## src/rtl/hazard_stall_ctrl_if.sv

```systemverilog
// Hazard/stall control bundle between the 5-stage pipeline datapath and its sequencer.
// The master side is the pipeline; the slave side is hazard_stall_ctrl.
interface hazard_stall_ctrl_if #(
    parameter int CNT_W = 32
);
    logic [4:0]       id_rs1;
    logic [4:0]       id_rs2;
    logic             id_use_rs1;
    logic             id_use_rs2;
    logic [4:0]       ex_rd;
    logic             ex_RegWEn;
    logic             ex_is_load;
    logic             ex_redirect;
    logic             mem_req;
    logic             mem_ready;
    logic             pc_stall;
    logic             if_id_stall;
    logic             if_id_clr;
    logic             id_reg_clr;
    logic             id_ex_stall;
    logic             ex_mem_stall;
    logic             mem_wb_bubble;
    logic [CNT_W-1:0] stall_cnt;
    logic             mem_timeout;

    modport master (
        output id_rs1, id_rs2, id_use_rs1, id_use_rs2, ex_rd, ex_RegWEn, ex_is_load,
               ex_redirect, mem_req, mem_ready,
        input  pc_stall, if_id_stall, if_id_clr, id_reg_clr, id_ex_stall, ex_mem_stall,
               mem_wb_bubble, stall_cnt, mem_timeout
    );

    modport slave (
        input  id_rs1, id_rs2, id_use_rs1, id_use_rs2, ex_rd, ex_RegWEn, ex_is_load,
               ex_redirect, mem_req, mem_ready,
        output pc_stall, if_id_stall, if_id_clr, id_reg_clr, id_ex_stall, ex_mem_stall,
               mem_wb_bubble, stall_cnt, mem_timeout
    );
endinterface

```

## src/rtl/hazard_stall_ctrl.sv

```systemverilog
// Pipeline sequencer for the 5-stage RV32 core: load-use, redirect and memory-wait hazards,
// plus a saturating stall counter and a sticky memory-timeout flag.
module hazard_stall_ctrl #(
    parameter int TIMEOUT_W = 4,
    parameter int CNT_W     = 32
) (
    input logic              clk,
    input logic              rst,
    hazard_stall_ctrl_if.slave bus
);
    typedef enum logic [1:0] {
        RUN      = 2'd0,
        MEM_WAIT = 2'd1,
        BR_FLUSH = 2'd2
    } state_t;

    state_t               state;
    state_t               state_nxt;
    logic [TIMEOUT_W-1:0] wait_cnt;
    logic [TIMEOUT_W-1:0] wait_inc;
    logic [CNT_W-1:0]     stall_cnt_q;
    logic                 mem_timeout_q;
    logic                 memw;
    logic                 lu;
    logic                 rs1_hit;
    logic                 rs2_hit;

    logic pc_stall_c, if_id_stall_c, if_id_clr_c, id_reg_clr_c;
    logic id_ex_stall_c, ex_mem_stall_c, mem_wb_bubble_c;

    function automatic logic [CNT_W-1:0] sat_inc_cnt(input logic [CNT_W-1:0] v);
        return (&v) ? v : v + 1'b1;
    endfunction

    function automatic logic [TIMEOUT_W-1:0] sat_inc_wait(input logic [TIMEOUT_W-1:0] v);
        return (&v) ? v : v + 1'b1;
    endfunction

    assign memw    = bus.mem_req & ~bus.mem_ready;
    assign rs1_hit = bus.id_use_rs1 & (bus.id_rs1 == bus.ex_rd);
    assign rs2_hit = bus.id_use_rs2 & (bus.id_rs2 == bus.ex_rd);
    assign lu      = bus.ex_is_load & bus.ex_RegWEn & (bus.ex_rd != 5'd0) & (rs1_hit | rs2_hit);
    assign wait_inc = sat_inc_wait(wait_cnt);

    // Control decode: first matching hazard wins; a frozen EX keeps deferred hazards stable.
    always_comb begin
        pc_stall_c      = 1'b0;
        if_id_stall_c   = 1'b0;
        if_id_clr_c     = 1'b0;
        id_reg_clr_c    = 1'b0;
        id_ex_stall_c   = 1'b0;
        ex_mem_stall_c  = 1'b0;
        mem_wb_bubble_c = 1'b0;
        state_nxt       = state;

        if (rst) begin
            state_nxt = RUN;
        end else begin
            if (memw) begin
                pc_stall_c      = 1'b1;
                if_id_stall_c   = 1'b1;
                id_ex_stall_c   = 1'b1;
                ex_mem_stall_c  = 1'b1;
                mem_wb_bubble_c = 1'b1;
            end else if (bus.ex_redirect) begin
                if_id_clr_c  = 1'b1;
                id_reg_clr_c = 1'b1;
            end else if (state == BR_FLUSH) begin
                if_id_clr_c = 1'b1;
            end else if (lu) begin
                pc_stall_c    = 1'b1;
                if_id_stall_c = 1'b1;
                id_reg_clr_c  = 1'b1;
            end

            case (state)
                RUN, MEM_WAIT, BR_FLUSH: begin
                    if (memw)                 state_nxt = MEM_WAIT;
                    else if (bus.ex_redirect) state_nxt = BR_FLUSH;
                    else                      state_nxt = RUN;
                end
                default: state_nxt = RUN;
            endcase
        end
    end

    // State, wait counter, timeout and stall counter registers
    always_ff @(posedge clk) begin
        if (rst) begin
            state         <= RUN;
            wait_cnt      <= '0;
            stall_cnt_q   <= '0;
            mem_timeout_q <= 1'b0;
        end else begin
            state <= state_nxt;
            if (state == MEM_WAIT && memw) begin
                wait_cnt <= wait_inc;
                if (&wait_inc) mem_timeout_q <= 1'b1;
            end else begin
                wait_cnt <= '0;
            end
            if (pc_stall_c) stall_cnt_q <= sat_inc_cnt(stall_cnt_q);
        end
    end

    assign bus.pc_stall      = pc_stall_c;
    assign bus.if_id_stall   = if_id_stall_c;
    assign bus.if_id_clr     = if_id_clr_c;
    assign bus.id_reg_clr    = id_reg_clr_c;
    assign bus.id_ex_stall   = id_ex_stall_c;
    assign bus.ex_mem_stall  = ex_mem_stall_c;
    assign bus.mem_wb_bubble = mem_wb_bubble_c;
    assign bus.stall_cnt     = stall_cnt_q;
    assign bus.mem_timeout   = mem_timeout_q;
endmodule
```

## src/flat_wrapper.sv

```systemverilog
// flat-port wrapper written by rule: the top's interface ports become plain ports
module hazard_stall_ctrl_flat 
#(
    parameter int TIMEOUT_W = 4,
    parameter int CNT_W     = 32
)
  (clk, rst, bus_id_rs1, bus_id_rs2, bus_id_use_rs1, bus_id_use_rs2, bus_ex_rd, bus_ex_RegWEn, bus_ex_is_load, bus_ex_redirect, bus_mem_req, bus_mem_ready, bus_pc_stall, bus_if_id_stall, bus_if_id_clr, bus_id_reg_clr, bus_id_ex_stall, bus_ex_mem_stall, bus_mem_wb_bubble, bus_stall_cnt, bus_mem_timeout);
  hazard_stall_ctrl_if #(.CNT_W(CNT_W)) bus_i ();
  input logic clk;
  input logic rst;
  input wire logic [$bits(bus_i.id_rs1)-1:0] bus_id_rs1;
  input wire logic [$bits(bus_i.id_rs2)-1:0] bus_id_rs2;
  input wire logic [$bits(bus_i.id_use_rs1)-1:0] bus_id_use_rs1;
  input wire logic [$bits(bus_i.id_use_rs2)-1:0] bus_id_use_rs2;
  input wire logic [$bits(bus_i.ex_rd)-1:0] bus_ex_rd;
  input wire logic [$bits(bus_i.ex_RegWEn)-1:0] bus_ex_RegWEn;
  input wire logic [$bits(bus_i.ex_is_load)-1:0] bus_ex_is_load;
  input wire logic [$bits(bus_i.ex_redirect)-1:0] bus_ex_redirect;
  input wire logic [$bits(bus_i.mem_req)-1:0] bus_mem_req;
  input wire logic [$bits(bus_i.mem_ready)-1:0] bus_mem_ready;
  output wire logic [$bits(bus_i.pc_stall)-1:0] bus_pc_stall;
  output wire logic [$bits(bus_i.if_id_stall)-1:0] bus_if_id_stall;
  output wire logic [$bits(bus_i.if_id_clr)-1:0] bus_if_id_clr;
  output wire logic [$bits(bus_i.id_reg_clr)-1:0] bus_id_reg_clr;
  output wire logic [$bits(bus_i.id_ex_stall)-1:0] bus_id_ex_stall;
  output wire logic [$bits(bus_i.ex_mem_stall)-1:0] bus_ex_mem_stall;
  output wire logic [$bits(bus_i.mem_wb_bubble)-1:0] bus_mem_wb_bubble;
  output wire logic [$bits(bus_i.stall_cnt)-1:0] bus_stall_cnt;
  output wire logic [$bits(bus_i.mem_timeout)-1:0] bus_mem_timeout;
  assign bus_i.id_rs1 = bus_id_rs1;
  assign bus_i.id_rs2 = bus_id_rs2;
  assign bus_i.id_use_rs1 = bus_id_use_rs1;
  assign bus_i.id_use_rs2 = bus_id_use_rs2;
  assign bus_i.ex_rd = bus_ex_rd;
  assign bus_i.ex_RegWEn = bus_ex_RegWEn;
  assign bus_i.ex_is_load = bus_ex_is_load;
  assign bus_i.ex_redirect = bus_ex_redirect;
  assign bus_i.mem_req = bus_mem_req;
  assign bus_i.mem_ready = bus_mem_ready;
  assign bus_pc_stall = bus_i.pc_stall;
  assign bus_if_id_stall = bus_i.if_id_stall;
  assign bus_if_id_clr = bus_i.if_id_clr;
  assign bus_id_reg_clr = bus_i.id_reg_clr;
  assign bus_id_ex_stall = bus_i.id_ex_stall;
  assign bus_ex_mem_stall = bus_i.ex_mem_stall;
  assign bus_mem_wb_bubble = bus_i.mem_wb_bubble;
  assign bus_stall_cnt = bus_i.stall_cnt;
  assign bus_mem_timeout = bus_i.mem_timeout;
  hazard_stall_ctrl #(.TIMEOUT_W(TIMEOUT_W), .CNT_W(CNT_W)) u_core (.clk(clk), .rst(rst), .bus(bus_i));
endmodule
```

## config.mk

```make
export PLATFORM = sky130hd
export DESIGN_NAME = hazard_stall_ctrl_flat
export DESIGN_NICKNAME = d
export VERILOG_FILES = /design/src/rtl/hazard_stall_ctrl_if.sv /design/src/rtl/hazard_stall_ctrl.sv /design/src/flat_wrapper.sv
export SDC_FILE = /design/constraint.sdc
export NUM_CORES = 1
export LEC_CHECK = 0
export CELL_PAD_IN_SITES_DETAIL_PLACEMENT = 0
export CELL_PAD_IN_SITES_GLOBAL_PLACEMENT = 1
export CORE_MARGIN = 3
export CORE_UTILIZATION = 39
export CTS_BUF_LIST = sky130_fd_sc_hd__clkbuf_4 sky130_fd_sc_hd__clkbuf_8
export DETAILED_ROUTE_END_ITERATION = 8
export GPL_TIMING_DRIVEN = 1
export PLACE_DENSITY_LB_ADDON = 0.12
export SLEW_MARGIN = 10
export SYNTH_ARGS = -nofsm -noshare
export SYNTH_HDL_FRONTEND = slang
export SYNTH_SLANG_ARGS = --single-unit
```

## constraint.sdc

```tcl
create_clock -name clk -period 5.62 [get_ports clk]
set_input_delay 0.843 -clock clk [delete_from_list [all_inputs] [get_ports clk]]
set_output_delay 0.843 -clock clk [all_outputs]
set_load 0.05 [all_outputs]
```

==> out/results.ini, run 1 <==
[power_and_ir_drop]
combinationalPowerShare_pct = 11.3
leakage_nw = 0.9663
switching_share_pct = 25.12
p_sw_uw = 133.2
pwr-share-clk_pct = 36.2
power-per-cell-area_nw_per_um2 = 178.8
vdd_drop_max_v = 0.0001019
seq_power_share_pct = 52.5
intPower_uw = 397.1

[hold_path]
start_point_of_the_worst_hold_path = u_core.bus.mem_timeout$_SDFFE_PP0P_
hp-class = reg2reg

[synthesis]
synthCells = 263
ys.flop_type = sky130_fd_sc_hd__dfxtp_1
synth_enable_flop_cells = 0
netlist_top_cells_area = sky130_fd_sc_hd__dfxtp_1, sky130_fd_sc_hd__a21oi_1, sky130_fd_sc_hd__or4_1, sky130_fd_sc_hd__xnor2_1, sky130_fd_sc_hd__nand3_1
yosysWarningCount = 0
synth.yosys.seq_area_share_pct = 35.04
yosysTopAreaCell = sky130_fd_sc_hd__dfxtp_1
synth_cell_types = 48
yosys.area.top_type_share_pct = 35.04
avgSynthCellArea_um2 = 8.473
yosys_register_bits = 39
async_reset_ff_share_pct = 0
synth_fp_nets = 289
syn-cell-area_um2 = 2228

[timing]
final_max_slew_viol_count = 0
worst_slew_pin_slew_ns = 0.5140
post-route-period-util_pct = 72.06
hold_ws_ns = 0.4767
max-slew-margin-rel_pct = 65.63
rsz0062_at_grt = false
max_freq_ghz = 0.2469
fin_worst_skew_ns = 0.009180
final_hold_viol_count = 0
final_period_minus_worst_setup_slack_ns = 4.050
report.final.setup_viol = 0
setup-tns-final_ns = 0

[finish]
most-common-layout-cells = sky130_fd_sc_hd__clkdlybuf4s50_1, sky130_fd_sc_hd__dfxtp_1, sky130_fd_sc_hd__nor2_1, sky130_fd_sc_hd__a21oi_1
drive_above_1_share_pct = 7.500
antenna_cells = 0
fillCellCount = 509
areaGrowthSynthToFinish_pct = 33.13
layout.cells.most_common = sky130_fd_sc_hd__clkdlybuf4s50_1
instances_no_fill = 390
fin_nets = 345

[cts]
cts.clk_slew.worst_paths_ns = 0.08
insertion_delay_ns = 0.29
clockRootBuffer = sky130_fd_sc_hd__clkbuf_8
htree_num_levels = 2
cts.sinks = 39
ctsHoldBuffers = 0
cts_resized = 0
cts_setup_buffers = 0
tritoncts = built
clock_tree.buffer_depth = 2
cts_made_buffers = 5

[routing]
drtIter0Drc = 47
vias = 2171
detail_route.drc_violations = 0
wirelength_mm = 5.438
drt-pass1-iter-count = 5
avgViaCountPerCell = 5.567
drtAntennaViolNets = 0
avgRoutedWirePerCell_um = 13.94

[floorplan]
coreArea_um2 = 5303
row_count = 26
die_h_um = 81.59
die_x_um = 81.59
io-pin-count = 64
die_area_um2 = 6657
effective_utilization_at_floorplan_pct = 42.02

[setup_path]
cp_top_family = buffers and inverters
worstSetupPathType = in2out
cp_cell_sequence = clkdlybuf4s50_1 > buf_4 > inv_1 > and2_1 > a31oi_4 > inv_1 > clkdlybuf4s50_1
critical_path_arrival_ns = 3.21
critPathSlowestCell = sky130_fd_sc_hd__clkdlybuf4s50_1
delay_of_the_slowest_cell_on_the_worst_path_ns = 0.72
start_kind = input port
crit_path_max_fanout = 34
crit_start = rst
path_buf_inv = 5
rr_startpoint = u_core.bus.stall_cnt[0]$_SDFFE_PP0P_
critPathRequiredTime_ns = 4.78
worst_setup_path_end_kind = primary output

[global_routing]
overall_fraction_of_global_route_tracks_in_use_pct = 17.15
maximum_number_of_pins_on_one_net_before_global_route_repair = 58
grt_first_pass_wirelength_mm = 9.121
grt_pass1_vias = 1949
grt_overflow = 0
number_of_antenna_violations_at_the_first_check_in_global_routing = 0

[flow_run]
maximum_capacitance_violations = 0

[placed_design]
numPlacedInstances = 382
placement.io_buffers = 63
gp_congestion = 0.7272
detailed_place_hpwl_mm = 3.843

[outcome]
run_status = complete, no violations

## state kept, by name, indices dropped and copies added, names as in the netlist
signal	count
u_core.bus.mem_timeout	1
u_core.bus.stall_cnt	32
u_core.state	2
u_core.wait_cnt	4
## worst reg2reg max path, delay by kind of cell, from the launching register on
family	cells	cell delay, ns
buffers and inverters	1	0.38
and+or+nand+nor	5	1.31
DFF	1	0.39
adders and majority gates	1	0.25
muxes	1	0.32
## power by group through the flow
| stage | Sequential (mW) | Combinational, mW | Clock (mW) |
|---|---|---|---|
| floorplan | 0.286 | 0.0308 | 0 |
| global placement | 0.285 | 0.0599 | 0 |
| detailed placement | 0.285 | 0.0603 | 0 |
| CTS | 0.278 | 0.0604 | 0.198 |
| global route | 0.279 | 0.0654 | 0.210 |
| finish | 0.278 | 0.0599 | 0.192 |
## synth_stat cells (3+ instances only)
| master | count |
|---|---|
| sky130_fd_sc_hd__nand4_1 | 14 |
| sky130_fd_sc_hd__and3_1 | 4 |
| sky130_fd_sc_hd__o311ai_0 | 3 |
| sky130_fd_sc_hd__nor2b_1 | 6 |
| sky130_fd_sc_hd__o21ai_0 | 5 |
| sky130_fd_sc_hd__inv_1 | 5 |
| sky130_fd_sc_hd__nand3_1 | 18 |
| sky130_fd_sc_hd__nor3_1 | 3 |
| sky130_fd_sc_hd__buf_6 | 4 |
| sky130_fd_sc_hd__o31ai_1 | 12 |
| sky130_fd_sc_hd__o31a_1 | 3 |
| sky130_fd_sc_hd__or4_1 | 13 |
| sky130_fd_sc_hd__o41ai_1 | 4 |
| sky130_fd_sc_hd__a21oi_1 | 20 |
| sky130_fd_sc_hd__nand2_1 | 18 |
| sky130_fd_sc_hd__nor4_1 | 7 |
| sky130_fd_sc_hd__xnor2_1 | 11 |
| sky130_fd_sc_hd__and2_1 | 3 |
| sky130_fd_sc_hd__clkbuf_1 | 8 |
| sky130_fd_sc_hd__o21a_1 | 4 |
| sky130_fd_sc_hd__dfxtp_1 | 39 |
| sky130_fd_sc_hd__or3_1 | 6 |
| sky130_fd_sc_hd__nor2_1 | 20 |
| sky130_fd_sc_hd__buf_4 | 3 |
## final timing paths
check,end,slack (ns),cells past startpoint
max,bus_if_id_stall,1.57,7
min,u_core.bus.mem_timeout$_SDFFE_PP0P_,0.48,2
max reg2reg,u_core.bus.stall_cnt[6]$_SDFFE_PP0P_,2.87,8
min reg2reg,u_core.bus.mem_timeout$_SDFFE_PP0P_,0.48,2
## final cells by class
| class | instances | area, um^2 | area share (%) |
|---|---|---|---|
| well taps | 70 | 87.58 | 2.952 |
| clock buffers | 6 | 76.32 | 2.573 |
| multi-input cells | 202 | 1338 | 45.09 |
| repair buffers | 66 | 653.1 | 22.02 |
| inverters | 5 | 18.77 | 0.6326 |
| clock inverters | 2 | 12.51 | 0.4218 |
| flip-flops and latches | 39 | 780.7 | 26.32 |
## logic make-up after synthesis
family                   Yosys count  share of synthesized area [%]
AND/OR/NAND/NOR                  122                          32.62
AO/OA/AOI/OAI                     62                          18.53
buffers and inverters             22                          5.614
flip-flops                        39                          35.04
multiplexers                       5                          2.751
XOR/XNOR                          11                          4.323
adder cells (fa/ha/maj)            2                          1.123
## metal layers
layer	GRT usage, %	routed length, um	vias to the layer above
met4	4.983	48	0
met3	3.289	232	5
li1	-	-	1109
met5	0	0	-
met2	26.38	2404	48
met1	24.31	2752	1009
## through the flow
| step | total power [mW] | setup WS (ns) | util [%] | area (um^2) |
|---|---|---|---|---|
| 2_1_floorplan | 0.3171 | 2.174 | - | 2228 |
| 3_3_place_gp | 0.3447 | 1.601 | 54.27 | 2878 |
| 3_5_place_dp | 0.3451 | 1.563 | 54.27 | 2878 |
| 4_1_cts | 0.5370 | 1.563 | 55.95 | 2967 |
| 5_1_grt | 0.5542 | 1.353 | 55.95 | 2967 |
| 6_report | 0.5303 | 1.570 | 55.95 | 2967 |
Note: power is estimated with default switching activity, not from simulation.
==> inputs of run 2 (changes only) <==
--- a/config.mk
+++ b/config.mk
@@ -8,7 +8,7 @@
 export CELL_PAD_IN_SITES_DETAIL_PLACEMENT = 0
 export CELL_PAD_IN_SITES_GLOBAL_PLACEMENT = 1
 export CORE_MARGIN = 3
-export CORE_UTILIZATION = 39
+export CORE_UTILIZATION = 32
 export CTS_BUF_LIST = sky130_fd_sc_hd__clkbuf_4 sky130_fd_sc_hd__clkbuf_8
 export DETAILED_ROUTE_END_ITERATION = 8
 export GPL_TIMING_DRIVEN = 1
==> constraint.sdc (replaced) <==
create_clock -name clk -period 3.3 [get_ports clk]
set_input_delay 0.495 -clock clk [delete_from_list [all_inputs] [get_ports clk]]
set_output_delay 0.495 -clock clk [all_outputs]
set_load 0.05 [all_outputs]
==> run 2 against run 1 <==
Against the previous run: final cell count is 2.8% higher; highest routed layer unchanged; largest cell class unchanged; clock skew is 0.0041 ns lower; die area is 20% higher.
==> out/results.ini, run 2 (synthesized netlist as in run 1, its figures left out) <==
[floorplan]
coreArea_um2 = 6531
row_count = 29
io-pin-count = 64
effective_utilization_at_floorplan_pct = 34.12
die_h_um = 89.45
die_area_um2 = 8001
die_x_um = 89.45

[cts]
clock_tree.buffer_depth = 2
cts_setup_buffers = 0
insertion_delay_ns = 0.29
ctsHoldBuffers = 0
tritoncts = built
cts_made_buffers = 5
clockRootBuffer = sky130_fd_sc_hd__clkbuf_8
cts.clk_slew.worst_paths_ns = 0.08
htree_num_levels = 2
cts.sinks = 39
cts_resized = 0

[placed_design]
placement.io_buffers = 63
post_dp_cell_area_um2 = 2974
detailed_place_hpwl_mm = 4.301
gp_congestion = 0.7713

[setup_path]
delay_of_the_slowest_cell_on_the_worst_path_ns = 0.53
critical_path_arrival_ns = 2.35
critPathSlowestCell = sky130_fd_sc_hd__clkdlybuf4s50_1
start_kind = input port
worstSetupPathType = in2out
critPathRequiredTime_ns = 2.80
path_buf_inv = 3
crit_path_max_fanout = 19
worst_setup_path_end_kind = primary output
cp_top_family = buffers and inverters
cp_cell_sequence = clkdlybuf4s50_1 > xnor2_1 > nand4_1 > o22ai_1 > a31oi_4 > inv_1 > buf_4

[timing]
rsz0062_at_grt = false
worst_slew_pin_slew_ns = 0.5285
fin_worst_skew_ns = 0.005057
final_hold_viol_count = 0
final_period_minus_worst_setup_slack_ns = 2.848
max-slew-margin-rel_pct = 64.66
hold_ws_ns = 0.4780
final_max_slew_viol_count = 0
setup-tns-final_ns = 0
report.final.setup_viol = 0
max_freq_ghz = 0.3511
post-route-period-util_pct = 86.31

[finish]
multiInputGateArea_um2 = 1338
fillCellCount = 646
most-common-layout-cells = sky130_fd_sc_hd__clkdlybuf4s50_1, sky130_fd_sc_hd__dfxtp_1, sky130_fd_sc_hd__nor2_1, sky130_fd_sc_hd__a21oi_1
finalInstanceArea_um2 = 3110
largest_register_ff_count = 32
register_area_um2 = 780.7
areaGrowthSynthToFinish_pct = 39.58
antenna_cells = 0
drive_above_1_share_pct = 10.80
fin_nets = 349
layout.cells.most_common = sky130_fd_sc_hd__clkdlybuf4s50_1

[power_and_ir_drop]
switching_share_pct = 21.79
pwr-share-clk_pct = 45.3
p_sw_uw = 233.8
intPower_uw = 839.2
combinationalPowerShare_pct = 10.6
vdd_drop_max_v = 0.0001422
seq_power_share_pct = 44.2
report.power.total_mw = 1.073
power-per-cell-area_nw_per_um2 = 344.9
leakage_nw = 1.040

[global_routing]
maximum_number_of_pins_on_one_net_before_global_route_repair = 43
grt_overflow = 0
grt_pass1_vias = 2040
overall_fraction_of_global_route_tracks_in_use_pct = 15.50
grt_first_pass_wirelength_mm = 9.784
number_of_antenna_violations_at_the_first_check_in_global_routing = 0

[routing]
drtAntennaViolNets = 0
vias = 2197
wirelength_mm = 5.865
avgRoutedWirePerCell_um = 14.63
drtIter0Drc = 60
avgViaCountPerCell = 5.479
drt-pass1-iter-count = 4
detail_route.drc_violations = 0

[hold_path]
hp-class = reg2reg

[outcome]
run_status = complete, no violations

[flow_run]
maximum_capacitance_violations = 0

[run 2: through the flow]
stage	setup WS [ns]	cells	utilization, %
global route	0.2999	401	47.62
finish	0.4519	401	47.62
detailed placement	0.3663	393	45.54
floorplan	0.5495	263	-
CTS	0.4342	401	47.62
global placement	0.3905	393	45.54
[run 2: final timing paths]
| check | startpoint | end | slack (ns) | cells past startpoint |
|---|---|---|---|---|
| setup / recovery | bus_ex_rd[2] | bus_pc_stall | 0.45 | 7 |
| hold / removal | u_core.bus.mem_timeout$_SDFFE_PP0P_ | u_core.bus.mem_timeout$_SDFFE_PP0P_ | 0.48 | 2 |
| setup reg to reg | u_core.bus.stall_cnt[0]$_SDFFE_PP0P_ | u_core.bus.stall_cnt[6]$_SDFFE_PP0P_ | 0.92 | 8 |
| hold reg to reg | u_core.bus.mem_timeout$_SDFFE_PP0P_ | u_core.bus.mem_timeout$_SDFFE_PP0P_ | 0.48 | 2 |
[run 2: area by class of cell]
class	count	area share, %
clock inverters	2	1.931
inverters	5	0.6034
repair buffers	70	23.81
well taps	77	3.097
flip-flops and latches	39	25.10
clock buffers	6	2.454
multi-input cells	202	43.00
[run 2: power by group through the flow]
stage | clock network [mW] | registers [mW] | logic, mW
detailed placement | 0 | 0.485 | 0.115
CTS | 0.501 | 0.474 | 0.115
global placement | 0 | 0.485 | 0.115
floorplan | 0 | 0.488 | 0.0525
finish | 0.486 | 0.474 | 0.113
global route | 0.515 | 0.475 | 0.122
[run 2: metal layers]
layer  vias to the layer above  wire length [um]  track usage, %
li1                       1127                 -               -
met1                      1032              2964           21.34
met2                        33              2693           24.65
met3                         5               158           2.949
met4                         0                48           4.465
met5                         -                 0               0
[run 2: tightest hold or removal path: cells and delay by family (launching register included)]
family / cells / cell delay (ns)
flops: 1 / 0.33
simple gates: 2 / 0.12
